[config.mk]
export PLATFORM = sky130hd
export DESIGN_NAME = ahb_master_cmd_fifo
export DESIGN_NICKNAME = d
export VERILOG_FILES = /design/src/rtl/ahb_master_cmd_fifo.sv
export SDC_FILE = /design/constraint.sdc
export NUM_CORES = 1
export LEC_CHECK = 0
export BUFFER_PORTS_ARGS = -buffer_cell sky130_fd_sc_hd__buf_2
export CAP_MARGIN = 20
export CORE_ASPECT_RATIO = 1.1
export CORE_UTILIZATION = 42
export DETAILED_ROUTE_END_ITERATION = 10
export HOLD_SLACK_MARGIN = 0.02
export SKIP_CTS_REPAIR_TIMING = 1
export SLEW_MARGIN = 20
export SYNTH_ARGS = -nofsm -noshare
export SYNTH_HDL_FRONTEND = slang
export SYNTH_SLANG_ARGS = --single-unit
[constraint.sdc]
create_clock -name i_clk -period 3.6 [get_ports i_clk]
set_clock_uncertainty 0.15 [all_clocks]
set_input_delay 0 -clock i_clk [delete_from_list [all_inputs] [get_ports i_clk]]
set_output_delay 0 -clock i_clk [all_outputs]
set_load 0.05 [all_outputs]
[src/rtl/ahb_master_cmd_fifo.sv]
// ---------------------------------------------------------------------------
// ahb_master_cmd_fifo
//
// Command FIFO between the user command port and the AHB master
// address-phase engine. Each entry carries one command: write flag,
// HBURST type, HSIZE and start address. The depth is configurable. The read
// side works either as first-word-fall-through or as a registered read with
// one cycle of latency. The FIFO reports its occupancy and an almost-full
// flag, and it keeps sticky overflow and underflow error flags.
//
// Ports:
//   i_clk                    clock, all logic on the rising edge
//   i_rstn                   synchronous active-low reset
//   i_wfifo_en               push strobe
//   i_wfifo_write            command direction, 1 = write
//   i_wfifo_user_burst_type  HBURST encoding
//   i_wfifo_user_size        HSIZE encoding
//   i_wfifo_user_addr        start address
//   i_rfifo_en               pop strobe
//   i_err_clr                clears the sticky error flags
//   o_rfifo_write            head/read command direction
//   o_rfifo_user_burst_type  head/read HBURST
//   o_rfifo_user_size        head/read HSIZE
//   o_rfifo_user_addr        head/read address
//   o_rfifo_valid            read data valid
//   o_fifo_full              occupancy equals the depth
//   o_fifo_empty             occupancy is zero
//   o_fifo_afull             occupancy >= AFULL_LEVEL
//   o_fifo_count             current occupancy
//   o_ovf_err                sticky: push while full without a same-cycle pop
//   o_udf_err                sticky: pop while empty
// ---------------------------------------------------------------------------
module ahb_master_cmd_fifo #(
  parameter int ADDR_WIDTH  = 32,
  parameter int DEPTH_LOG2  = 2,
  parameter int AFULL_LEVEL = 3,
  parameter int FWFT        = 1
) (
  input  logic                  i_clk,
  input  logic                  i_rstn,
  input  logic                  i_wfifo_en,
  input  logic                  i_wfifo_write,
  input  logic [2:0]            i_wfifo_user_burst_type,
  input  logic [2:0]            i_wfifo_user_size,
  input  logic [ADDR_WIDTH-1:0] i_wfifo_user_addr,
  input  logic                  i_rfifo_en,
  input  logic                  i_err_clr,
  output logic                  o_rfifo_write,
  output logic [2:0]            o_rfifo_user_burst_type,
  output logic [2:0]            o_rfifo_user_size,
  output logic [ADDR_WIDTH-1:0] o_rfifo_user_addr,
  output logic                  o_rfifo_valid,
  output logic                  o_fifo_full,
  output logic                  o_fifo_empty,
  output logic                  o_fifo_afull,
  output logic [DEPTH_LOG2:0]   o_fifo_count,
  output logic                  o_ovf_err,
  output logic                  o_udf_err
);

  localparam int DEPTH = 2 ** DEPTH_LOG2;
  localparam int PW    = DEPTH_LOG2 + 1;
  localparam int EW    = ADDR_WIDTH + 7;

  logic [EW-1:0] mem [DEPTH];

  logic [PW-1:0] wr_ptr;
  logic [PW-1:0] rd_ptr;
  logic [PW-1:0] wr_ptr_n;
  logic [PW-1:0] rd_ptr_n;
  logic [PW-1:0] count;
  logic [PW-1:0] count_n;
  logic          full_q;
  logic          empty_q;
  logic          afull_q;
  logic          ovf_q;
  logic          udf_q;
  logic          push_ok;
  logic          pop_ok;
  logic          ovf_evt;
  logic          udf_evt;
  logic [EW-1:0] wr_entry;
  logic [EW-1:0] head_entry;
  logic [EW-1:0] rd_entry;
  logic          rd_valid;

  assign wr_entry   = {i_wfifo_write, i_wfifo_user_burst_type,
                       i_wfifo_user_size, i_wfifo_user_addr};
  assign head_entry = mem[rd_ptr[DEPTH_LOG2-1:0]];

  // Handshake decode. A pop needs stored data, so an empty FIFO never
  // bypasses the input straight to the output. A push into a full FIFO is
  // still accepted when a pop frees a slot on the same edge.
  always_comb begin
    pop_ok   = i_rfifo_en & ~empty_q;
    push_ok  = i_wfifo_en & (~full_q | pop_ok);
    ovf_evt  = i_wfifo_en & full_q & ~pop_ok;
    udf_evt  = i_rfifo_en & empty_q;
    wr_ptr_n = push_ok ? wr_ptr + PW'(1) : wr_ptr;
    rd_ptr_n = pop_ok  ? rd_ptr + PW'(1) : rd_ptr;
    count_n  = count;
    case ({push_ok, pop_ok})
      2'b10:   count_n = count + PW'(1);
      2'b01:   count_n = count - PW'(1);
      default: count_n = count;
    endcase
  end

  // Pointers, occupancy and the registered status flags. Full and empty
  // come from the next-state pointers: full when the slot indices match and
  // the wrap bits differ, empty when the pointers are identical. This keeps
  // every status flag aligned with the count on the same edge. An error
  // event in the same cycle as a clear wins, so no error is lost.
  always_ff @(posedge i_clk) begin
    if (!i_rstn) begin
      wr_ptr  <= '0;
      rd_ptr  <= '0;
      count   <= '0;
      full_q  <= 1'b0;
      empty_q <= 1'b1;
      afull_q <= 1'b0;
      ovf_q   <= 1'b0;
      udf_q   <= 1'b0;
    end else begin
      wr_ptr  <= wr_ptr_n;
      rd_ptr  <= rd_ptr_n;
      count   <= count_n;
      full_q  <= (wr_ptr_n[DEPTH_LOG2-1:0] == rd_ptr_n[DEPTH_LOG2-1:0]) &&
                 (wr_ptr_n[DEPTH_LOG2] != rd_ptr_n[DEPTH_LOG2]);
      empty_q <= (wr_ptr_n == rd_ptr_n);
      afull_q <= (count_n >= PW'(AFULL_LEVEL));
      ovf_q   <= (ovf_q & ~i_err_clr) | ovf_evt;
      udf_q   <= (udf_q & ~i_err_clr) | udf_evt;
    end
  end

  // The storage array has no reset, which keeps it cheap RAM-style storage.
  // Stale contents never reach the outputs because the read path is either
  // masked while the FIFO is empty or only loaded on an accepted pop.
  always_ff @(posedge i_clk) begin
    if (i_rstn && push_ok) begin
      mem[wr_ptr[DEPTH_LOG2-1:0]] <= wr_entry;
    end
  end

  generate
    if (FWFT != 0) begin : g_fwft
      assign rd_entry = empty_q ? '0 : head_entry;
      assign rd_valid = ~empty_q;
    end else begin : g_registered
      logic [EW-1:0] rd_q;
      logic          valid_q;

      // Registered read. The head entry is captured on the pop edge and held
      // until the next accepted pop. Valid is high only for the cycle that
      // follows an accepted pop.
      always_ff @(posedge i_clk) begin
        if (!i_rstn) begin
          rd_q    <= '0;
          valid_q <= 1'b0;
        end else begin
          valid_q <= pop_ok;
          if (pop_ok) begin
            rd_q <= head_entry;
          end
        end
      end

      assign rd_entry = rd_q;
      assign rd_valid = valid_q;
    end
  endgenerate

  assign {o_rfifo_write, o_rfifo_user_burst_type,
          o_rfifo_user_size, o_rfifo_user_addr} = rd_entry;
  assign o_rfifo_valid = rd_valid;
  assign o_fifo_full   = full_q;
  assign o_fifo_empty  = empty_q;
  assign o_fifo_afull  = afull_q;
  assign o_fifo_count  = count;
  assign o_ovf_err     = ovf_q;
  assign o_udf_err     = udf_q;

endmodule

; ---- Word level (Yosys, flattened, before mapping)
; Memory sizes are Yosys's and may differ from the RTL's. A register that Yosys moved wholly into a read port is not among the register bits.
; Cells that the tools add are included.
[totals]
ramBits = 156
romBits = 0
latch_bits = 0
reg_bits = 14
memories = 1
[memory_table]
columns = name, depth, width, read_ports, rd_clocked_by_memory_dff, write_ports, line
row1 = mem, 4, 39, 1, 1, 1, 65  ; logic [EW-1:0] mem [DEPTH];
[classes]
n_div = 0
n_mul = 0
bitwise = 14
eq_ne = 5
n_addsub = 4
n_mux = 7
n_shift = 0
n_lt_le_gt_ge = 1
reduce_logical = 2
[op_table]
columns = op, count
row1 = 39-bit two-way mux, 1
row2 = 3-bit by 1-bit adder with 3-bit output (second input constant), 3
row3 = 1-bit AND, 7
row4 = 3-bit two-way mux, 2
row5 = 3-bit one-hot mux with 2 select lines, 1
row6 = 1-bit inverter, 4
row7 = 3-bit == test, 1
row8 = 3-bit by 2-bit >= comparator with 1-bit output (second input constant), 1
row9 = 1-bit OR, 3
row10 = 3-bit by 1-bit subtractor with 3-bit output (second input constant), 1
row11 = 2-bit by 1-bit == test with 1-bit output (second input constant), 1
row12 = 2-bit == test, 1
row13 = 2-bit == test (second input constant), 1
row14 = 1-bit logical AND, 2
row15 = 1-bit two-way mux, 2
row16 = 2-bit two-way mux, 1
row17 = 1-bit inequality test, 1

; ---- Logic depth before layout (Yosys ltp)
; Gate-level depths: netlist of the first run.
[logic_depth]
depth_word = 7
ltp_mapped = 9

; ---- Worst setup path after synthesis of the first run
; No wires, ideal clock.
[synth_timing]
kind = register -> register
from = reg empty_q, in the netlist o_fifo_empty
to = reg afull_q, in the netlist o_fifo_afull
setup_time_ns = 0.057
synth_period_minus_slack_ns = 2.467
n_path_buf = 0
required_ns = 3.393
path_stages_with_launch = 10
arrival_time_ns = 2.260
slack_ns = 1.133
path_cell_list = dfxtp_1 -> nand2b_4 -> a21boi_4 -> inv_1 -> ha_1 -> fa_1 -> xnor2_1 -> or3_1 -> a21oi_1 -> a21o_1
[synth_via]
elab_chain_len = 7
[synth_lines]
columns = item, line
row1 = start: declaration, 74  ; logic empty_q;
row2 = start signal: assignment, 130  ; empty_q <= (wr_ptr_n == rd_ptr_n);
row3 = 1-bit inverter *, 95  ; pop_ok = i_rfifo_en & ~empty_q;
row4 = 1-bit AND *, 95
row5 = 1-bit OR, 96  ; push_ok = i_wfifo_en & (~full_q | pop_ok);
row6 = 1-bit AND, 96
row7 = 2-bit by 1-bit == test with 1-bit output or 2-bit == test (tied branches), 102  ; case ({push_ok, pop_ok})
row8 = 3-bit one-hot mux with 2 select lines *, 102
row9 = 3-bit by 2-bit >= comparator with 1-bit output *, 131  ; afull_q <= (count_n >= PW'(AFULL_LEVEL));
row10 = end signal: assignment, 131
row11 = end: declaration, 75  ; logic afull_q;
; Mark *: on every way between the ends. The rest lies on a longest branch, timed or not.
; A chain may end at the register's enable or synchronous reset.

==> out/results.txt, run 1 <==
status: finished clean
synthesis-stage register bit count: 170
Critical Path Start Type: flop
Max-Cap Viols: 0
Mapped Nets: 369
ys async rst share: 0%
Pleak: 0.00299 uW
Initial DRC Count: 123
delay of the slowest critical-path stage: 0.92 ns
DRT Pass-1 Iters: 4
GPL Wtd Cong: 0.741
Final period util: 69.9%
crit path max fanout: 42
full die area: 16200 um2
Final Max Slew Viols: 0
Mean Syn Cell Area: 20.8 um2
cell row count: 47
Power per Cell Area: 592 nW/um2
vias per std cell: 4.98
count leader, synth: edfxtp_1
Root Buffer: clkbuf_16
Worst Path Required: 3.45 ns
DP Worst Slack: 1.23 ns
CTS tree: done
largest net degree at the start of global routing: 43
Worst IR Drop VDD: 291 uV
Period minus WS final: 2.52 ns
Final ANT Viol Nets: 0
Final setup viols: 0
Crit Path Category: reg2out
Hold Crit Class: in2reg
worst setup margin: 1.08 ns
die height: 134 um
vias in the first global route: 3409
diode count: 0
first-pass GRT wire length: 18200 um
f_max: 397 MHz
Max Buffers Root-to-Sink: 2
gr ovfl total: 0
DP HPWL: 6940 um
CTS H-Tree Depth: 4
Yosys top cell by area: edfxtp_1
final hold violations: 0
final setup TNS: 0 ns
Ports: 92
CTS Sinks: 170
Die W: 122 um
Syn Std Cell Area: 6610 um2
final net count: 520
number of synthesis warnings: 0
Synth cell types: 31
Post-Syn Instances: 318
worst hold slack: 0.176 ns
Post-synth EDFFs: 156
commonest cells in the netlist: edfxtp_1, and2_1, mux4_2, dfxtp_1, nor2_1
Seq/Total Area, Yosys: 75.1%
synth top area cells: edfxtp_1, mux4_2, dfxtp_1
area delta synth->final: 25.8%
Slew headroom: 41.6%
Worst Path Arrival: 2.37 ns
total track usage: 15.7%
Post-DP Area: 7300 um2
WL/cell: 17.7 um
Core ar.: 15200 um2
crit path cell chain: mux4_2 > and2_1 > buf_2
DRC: 0
cts bufs inserted: 17
port bufs: 91
Post-synth top flop: edfxtp_1
clk_lat worst skew: 0.42 ns
RSZ-0062 raised after global routing: false
initial core utilization: 43.4%
worst slew pin tran: 0.877 ns
critical path endpoint category: output pin
Clock transition at path regs: 0.06 ns
post-route cell area: 8310 um2
top cell type's share of synthesized area: 70.9%
total number of vias: 3374
total wire length: 12000 um
Worst path slowest cell: dfxtp_4
initial antenna violation count: 0
layout cell share with drive strength beyond 1: 36.9%
-- cell type report --
| class | count | area [um2] |
|---|---|---|
| clock buffers | 19 | 433 |
| repair buffers | 146 | 981 |
| multi-input cells | 127 | 1530 |
| well taps | 196 | 245 |
| inverters | 7 | 26.3 |
| flip-flops and latches | 170 | 4970 |
| clock inverters | 13 | 128 |
| fillers | 1219 | 6920 |
-- logic make-up after synthesis --
group                    Yosys count  share of synthesized area, %
flip-flops                       170                          75.1
adder cells (fa/ha/maj)            7                          1.44
XOR/XNOR                          10                          1.44
buffers and inverters             21                          1.72
AND/OR/NAND/NOR                   59                          5.43
AO/OA/AOI/OAI                      9                          1.08
multiplexers                      42                          13.7
-- critical path, delay by kind of cell (launching register included) --
family | cells | cell delay (ns)
buffers and inverters | 1 | 0.21
flip-flops | 1 | 0.92
multiplexers | 1 | 0.60
AND/OR/NAND/NOR | 1 | 0.19
-- worst paths after layout --
kind | from | to | slack (ns) | cells past startpoint
max reg2reg | o_fifo_empty$_SDFF_PN1_ | o_fifo_afull$_SDFF_PN0_ | 1.23 | 9
min reg2reg | o_fifo_count[2]$_SDFF_PN0_ | o_fifo_count[2]$_SDFF_PN0_ | 0.38 | 2
min | i_wfifo_user_addr[21] | mem[0][21]$_DFFE_PP_ | 0.18 | 2
max | rd_ptr[0]$_SDFF_PN0_ | o_rfifo_user_addr[19] | 1.08 | 3
-- sequential cells by signal, summed over array words and instances (netlist names) --
signal	cells
o_fifo_afull	1
o_fifo_full	1
mem	156
o_fifo_count	3
o_ovf_err	1
o_udf_err	1
o_fifo_empty	1
rd_ptr	3
wr_ptr	3
-- power breakdown --
group,switching [uW],total (uW),internal [uW]
Combinational,568,883,315
Sequential,76.6,2310,2230
Clock,713,1730,1010
Total,1360,4920,3560
-- per-stage QoR --
stage               cells  power, uW  util, %
global placement      601       3200     47.9
detailed placement    601       3210     47.9
global route          678       5090     54.6
CTS                   633       4950     51.6
floorplan             318       3000        -
finish                678       4920     54.6
-- cell usage in the layout, fill, tap and decap left out, types with 2 or more instances in the layout --
master,Yosys,final
nand2_1,2,2
buf_4,1,10
clkinv_2,0,3
and3_2,4,4
mux4_2,39,39
nor2_1,9,9
clkinv_1,0,3
dlygate4sd3_1,0,45
dfxtp_1,14,12
clkinv_4,0,2
edfxtp_1,156,156
ha_1,6,6
o21ai_0,2,2
and2_1,40,40
xnor2_1,8,8
inv_1,6,6
buf_2,1,91
mux2i_1,3,3
clkbuf_1,6,2
clkbuf_16,0,17
bufinv_16,0,2
clkinvlp_4,0,2
a21oi_1,2,2
-- per-layer routing --
metal | vias to the layer above | wire length, um | GRT usage (%)
li1 | 1561 | - | -
met1 | 1720 | 5140 | 18.4
met2 | 73 | 6220 | 26.4
met3 | 20 | 396 | 3.90
met4 | 0 | 268 | 8.71
met5 | - | 0 | 0
No activity file was read; power rests on OpenSTA's default activity.
==> run 2: changes to the inputs <==
- ABC_AREA: unset -> 1
- clock period: 3.6 -> 2.4 ns (I/O delays scaled with it)
==> run 2 against run 1 <==
Final area is 4.2% higher. Via count is 37% higher. Final cell count is 37% higher. Die area is 3.6% higher. Power is 53% higher. First-iteration DRC count is 77% higher. Worst setup slack worse by 0.89 ns. Synthesized cell count is 82% higher. Count of clock-buffer cells in the layout is 2 lower. Register-to-register slack worse by 0.94 ns. Flip-flop and latch count stayed put. Global-route usage is 2.4 points higher. Critical path type unchanged. Critical endpoint is now o_rfifo_user_addr[27]. Largest cell class unchanged.
==> out/results.txt, run 2 <==
status: finished clean (unchanged)
xor and xnor area share after synthesis: 0.128% (was 1.44%)
overall power: 7540 uW (was 4920 uW)
final net count: 766 (was 520)
WL/cell: 15.8 um (was 17.7 um)
initial antenna violation count: 0 (unchanged)
first-pass GRT wire length: 22400 um (was 18200 um)
synth top area cells: edfxtp_1, nor2_1, o21ai_0 (was edfxtp_1, mux4_2, dfxtp_1)
Final Max Slew Viols: 0 (unchanged)
Final ANT Viol Nets: 0 (unchanged)
Initial DRC Count: 218 (was 123)
area delta synth->final: 26.5% (was 25.8%)
DRT Pass-1 Iters: 5 (was 4)
metal3 WL: 747 um (was 396 um)
diode count: 0 (unchanged)
Power per Cell Area: 871 nW/um2 (was 592 nW/um2)
Max-Cap Viols: 0 (unchanged)
total number of vias: 4616 (was 3374)
met2 wire length: 7410 um (was 6220 um)
GPL Wtd Cong: 0.868 (was 0.741)
synthesis-stage register bit count: 170 (unchanged)
most common cell after layout, fill and taps aside: nor2_1 (was edfxtp_1)
Ports: 92 (unchanged)
RSZ-0062 raised after global routing: false (unchanged)
Final period util: 91.8%
Pleak: 0.00327 uW (was 0.00299 uW)
Period minus WS final: 2.20 ns
number of synthesis warnings: 0 (unchanged)
mux cell area share after synthesis: 0.146% (was 13.7%)
Seq/Total Area, Yosys: 72.5% (was 75.1%)
Root Buffer: clkbuf_16 (unchanged)
crit path launch: rd_ptr[0]$_SDFF_PN0_ (unchanged)
total track usage: 18.1% (was 15.7%)
initial core utilization: 43.3% (was 43.4%)
total wire length: 14600 um (was 12000 um)
final hold violations: 0 (unchanged)
vias per std cell: 4.97 (was 4.98)
DRC: 0 (unchanged)
final setup TNS: 0 ns (unchanged)
ys async rst share: 0% (unchanged)
met1 wire length: 6420 um (was 5140 um)
largest net degree at the start of global routing: 48 (was 43)
port bufs: 91 (unchanged)
Worst Path Arrival: 2.05 ns (was 2.37 ns)
Synth Area in Simple Gates: 13.2% (was 5.43%)
Hold Crit Start: i_wfifo_user_addr[23] (was i_wfifo_user_addr[21])
post-route cell area: 8660 um2 (was 8310 um2)
Max Buffers Root-to-Sink: 2 (unchanged)
max FFs per register: 156 (unchanged)
count leader, synth: nor2_1 (was edfxtp_1)
Crit Path Category: reg2out (unchanged)
Worst Path Required: 2.25 ns (was 3.45 ns)
Mean Syn Cell Area: 11.8 um2 (was 20.8 um2)
worst reg2reg startpoint: o_fifo_empty$_SDFF_PN1_ (unchanged)
full die area: 16800 um2 (was 16200 um2)
Post-DP Area: 7590 um2 (was 7300 um2)
Final setup viols: 0 (unchanged)
layout cell share with drive strength beyond 1: 20.9% (was 36.9%)
Hold Crit Class: in2reg (unchanged)
main combinational cell family by area after synthesis: simple AND/OR/NAND/NOR gates (was multiplexers)
top cell type's share of synthesized area: 68.4% (was 70.9%)
DP HPWL: 8730 um (was 6940 um)
CTS Sinks: 170 (unchanged)
commonest cells in the netlist: nor2_1, edfxtp_1, o21ai_0, a21oi_1, nand2_1 (was edfxtp_1, and2_1, mux4_2, dfxtp_1, nor2_1)
commonest cells after routing, fill and taps aside: nor2_1, edfxtp_1, buf_2 (was edfxtp_1, buf_2, dlygate4sd3_1)
Critical Path Start Type: flop (unchanged)
Post-Syn Instances: 578 (was 318)
gr ovfl total: 0 (unchanged)
Adder-Cell Fraction of Synth Area: 1.39% (was 1.44%)
Slew headroom: 64.8% (was 41.6%)
FILL cells: 1338 (was 1219)
cell row count: 48 (was 47)
die height: 136 um (was 134 um)
CTS tree: done (unchanged)
Yosys top cell by area: edfxtp_1 (unchanged)
clk_lat worst skew: 0.41 ns (was 0.42 ns)
cts bufs inserted: 17 (unchanged)
Die W: 124 um (was 122 um)
Post-synth EDFFs: 156 (unchanged)
Post-synth top flop: edfxtp_1 (unchanged)
fin util: 54.8% (was 54.6%)
compound-cell area share of the yosys netlist: 9.10% (was 1.08%)
highest routed layer: met4 (unchanged)
Syn Std Cell Area: 6850 um2 (was 6610 um2)
Clock transition at path regs: 0.07 ns (was 0.06 ns)
crit path max fanout: 25 (was 42)
Core ar.: 15800 um2 (was 15200 um2)
worst slew pin tran: 0.529 ns (was 0.877 ns)
Synth cell types: 26 (was 31)
CTS H-Tree Depth: 4 (unchanged)
f_max: 454 MHz
critical path endpoint category: output pin (unchanged)
Worst IR Drop VDD: 516 uV (was 291 uV)
vias in the first global route: 4431 (was 3409)
Mapped Nets: 629 (was 369)
[run 2: power by group]
part	switching (uW)	internal [uW]	total (uW)
logic	1010	379	1390
registers	56.7	3340	3400
clock network	1120	1640	2750
[run 2: worst max-delay path, cell delays in order, from the launching register on]
cell,delay (ns)
dfxtp_4,0.55
buf_4,0.29
nor2_1,0.07
nor2_1,0.08
o21ai_0,0.10
a21oi_1,0.23
buf_2,0.31
[run 2: path summary, 6_finish.rpt]
path | to | slack, ns | cells after the start
min | mem[3][23]$_DFFE_PP_ | 0.19 | 2
max | o_rfifo_user_addr[27] | 0.20 | 6
max reg2reg | o_fifo_afull$_SDFF_PN0_ | 0.29 | 12
min reg2reg | o_ovf_err$_SDFF_PN0_ | 0.33 | 2
[run 2: logic make-up (layout without fill, tap and decap cells)]
logic type,Yosys count,after routing
xor+xnor,1,1
simple gates,224,224
compound gates,124,124
fa+ha+maj,7,7
buf+inv,51,201
mux,1,1
flops,170,170
[run 2: through the flow]
stage          hold WS [ns]  setup WS, ns  std cells
2_1_floorplan       -0.0810        -0.268        578
4_1_cts              -0.376       -0.0397        883
3_3_place_gp         0.0617         0.350        851
3_5_place_dp         0.0716         0.302        851
5_1_grt               0.178       0.00867        928
6_report              0.187         0.197        928
[run 2: per-layer routing]
metal  up-vias  track usage (%)
li1       2283                -
met1      2216             22.3
met2       115             30.0
met3         2             4.82
met4         0             7.23
met5         -                0
[run 2: layout make-up]
cell class / instances / area (um2) / share of cell area [%]
Sequential cell: 170 / 4970 / 57.4
Inverter: 18 / 77.6 / 0.896
Tap cell: 200 / 250 / 2.89
Clock inverter: 15 / 175 / 2.02
Multi-Input combinational cell: 357 / 1670 / 19.3
Timing Repair Buffer: 151 / 1090 / 12.6
Clock buffer: 17 / 425 / 4.91
==> run 3: changes to the inputs <==
- clock period: 2.4 -> 2.3 ns (I/O delays scaled with it)
==> run 3 against run 2 <==
First-iteration DRC count rose by 44%. Count of clock-buffer cells in the layout did not move. Worst setup slack got worse by 0.019 ns. Wire length rose by 2.7%. Non-clock buffer count fell by 1. Flip-flop and latch count did not move. Die area did not move. Sequential power rose by 4%. Final cell count fell by 0.11%. Power rose by 4.4%. Via count rose by 1.9%. Critical path type unchanged.
==> out/results.txt, run 3 (synthesis gave the netlist of run 2 again) <==
highest routed layer: met4 (unchanged)
most common cell after layout, fill and taps aside: nor2_1 (unchanged)
Power per Cell Area: 909 nW/um2 (was 871 nW/um2)
Final ANT Viol Nets: 0 (unchanged)
final hold violations: 0 (unchanged)
crit path max fanout: 71 (was 25)
Final period util: 92.2%
met2 wire length: 7420 um (was 7410 um)
DP Worst Slack: 0.213 ns (was 0.302 ns)
CTS H-Tree Depth: 4 (unchanged)
met1 wire length: 6550 um (was 6420 um)
DP HPWL: 8350 um (was 8730 um)
diode count: 0 (unchanged)
fin util: 54.8% (about the same)
largest net degree at the start of global routing: 82 (was 48)
Clock transition at path regs: 0.06 ns (was 0.07 ns)
Crit Path Category: reg2out (unchanged)
clk_lat worst skew: 0.42 ns (was 0.41 ns)
final net count: 765 (was 766)
Die W: 124 um (unchanged)
Max Buffers Root-to-Sink: 2 (unchanged)
worst slew pin tran: 0.536 ns (was 0.529 ns)
initial core utilization: 43.3% (unchanged)
commonest cells after routing, fill and taps aside: nor2_1, edfxtp_1, buf_2 (unchanged)
worst setup margin: 0.178 ns (was 0.197 ns)
cts bufs inserted: 17 (unchanged)
Period minus WS final: 2.12 ns
area delta synth->final: 26.5% (about the same)
Critical Path Start Type: flop (unchanged)
CTS tree: done (unchanged)
post-route cell area: 8660 um2 (about the same)
reg2reg setup slack: 0.18 ns (was 0.29 ns)
layout cell share with drive strength beyond 1: 20.8% (was 20.9%)
FILL cells: 1343 (was 1338)
Final Instance Count excl. Fillers: 927 (was 928)
Pleak: 0.00326 uW (was 0.00327 uW)
Hold Crit Class: in2reg (unchanged)
DRC: 0 (unchanged)
Worst Path Required: 2.15 ns (was 2.25 ns)
Post-DP Area: 7580 um2 (was 7590 um2)
Final setup viols: 0 (unchanged)
R2R cell count: 12 (unchanged)
full die area: 16800 um2 (unchanged)
final setup TNS: 0 ns (unchanged)
Ports: 92 (unchanged)
Worst Path Arrival: 1.97 ns (was 2.05 ns)
critical path endpoint category: output pin (unchanged)
total track usage: 18.4% (was 18.1%)
Root Buffer: clkbuf_16 (unchanged)
vias in the first global route: 4415 (was 4431)
gr ovfl total: 0 (unchanged)
Initial DRC Count: 313 (was 218)
initial antenna violation count: 0 (unchanged)
Worst IR Drop VDD: 588 uV (was 516 uV)
CTS Sinks: 170 (unchanged)
RR Endpoint: o_fifo_afull$_SDFF_PN0_ (unchanged)
max FFs per register: 156 (unchanged)
DRT Pass-1 Iters: 5 (unchanged)
crit path launch: rd_ptr[0]$_SDFF_PN0_ (unchanged)
metal3 WL: 808 um (was 747 um)
status: finished clean (unchanged)
GPL Wtd Cong: 0.773 (was 0.868)
placed insts: 849 (was 851)
Max-Cap Viols: 0 (unchanged)
worst reg2reg startpoint: o_fifo_empty$_SDFF_PN1_ (unchanged)
Slew headroom: 64.3% (was 64.8%)
f_max: 471 MHz
RSZ-0062 raised after global routing: false (unchanged)
port bufs: 91 (unchanged)
Worst Setup EP: o_rfifo_user_addr[20] (was o_rfifo_user_addr[27])
first-pass GRT wire length: 22700 um (was 22400 um)
cell row count: 48 (unchanged)
total number of vias: 4702 (was 4616)
total wire length: 15000 um (was 14600 um)
WL/cell: 16.2 um (was 15.8 um)
die height: 136 um (unchanged)
Final Max Slew Viols: 0 (unchanged)
vias per std cell: 5.07 (was 4.97)
Core ar.: 15800 um2 (unchanged)
[run 3: where the power goes]
| part | internal [uW] | switching (uW) |
|---|---|---|
| Clock | 1710 | 1160 |
| Combinational | 396 | 1080 |
| Sequential | 3480 | 49.5 |
| Total | 5590 | 2290 |
[run 3: final cells by class]
class	count	area (um2)	share of cell area, %
tap	200	250	2.89
timing repair buffer	150	1090	12.5
inverter	18	82.6	0.953
multi-input combinational	357	1680	19.4
sequential	170	4970	57.4
clock inverter	15	174	2.01
clock buffer	17	425	4.91
[run 3: how the worst min path moves through the flow]
stage,from,end,depth (start not counted)
after floorplan,i_rstn,o_fifo_empty$_SDFF_PN1_,1
after global placement,i_wfifo_user_addr[11],mem[3][11]$_DFFE_PP_,1
after detailed placement,i_wfifo_user_burst_type[0],mem[2][35]$_DFFE_PP_,1
after CTS,i_wfifo_user_burst_type[0],mem[2][35]$_DFFE_PP_,1
after global routing,i_wfifo_user_addr[12],mem[1][12]$_DFFE_PP_,2
final,i_wfifo_user_addr[26],mem[3][26]$_DFFE_PP_,2
[run 3: through the flow]
stage | hold WS (ns) | power (uW)
after floorplan | -0.0810 | 4630
after global placement | 0.0630 | 4980
after detailed placement | 0.0654 | 5010
after CTS | -0.380 | 7860
after global routing | 0.172 | 8150
final | 0.171 | 7870
[run 3: worst max-delay path, stage by stage (launching register included)]
cell and delay (ns):
dfxtp_2 0.38, inv_6 0.38, buf_4 0.22, o21ai_0 0.09
a21oi_1 0.16, buf_2 0.29
[run 3: routing by layer]
metal | track usage (%) | vias to the layer above
met4 | 7.63 | 0
met1 | 22.4 | 2243
met3 | 4.57 | 22
met5 | 0 | -
li1 | - | 2285
met2 | 30.9 | 152
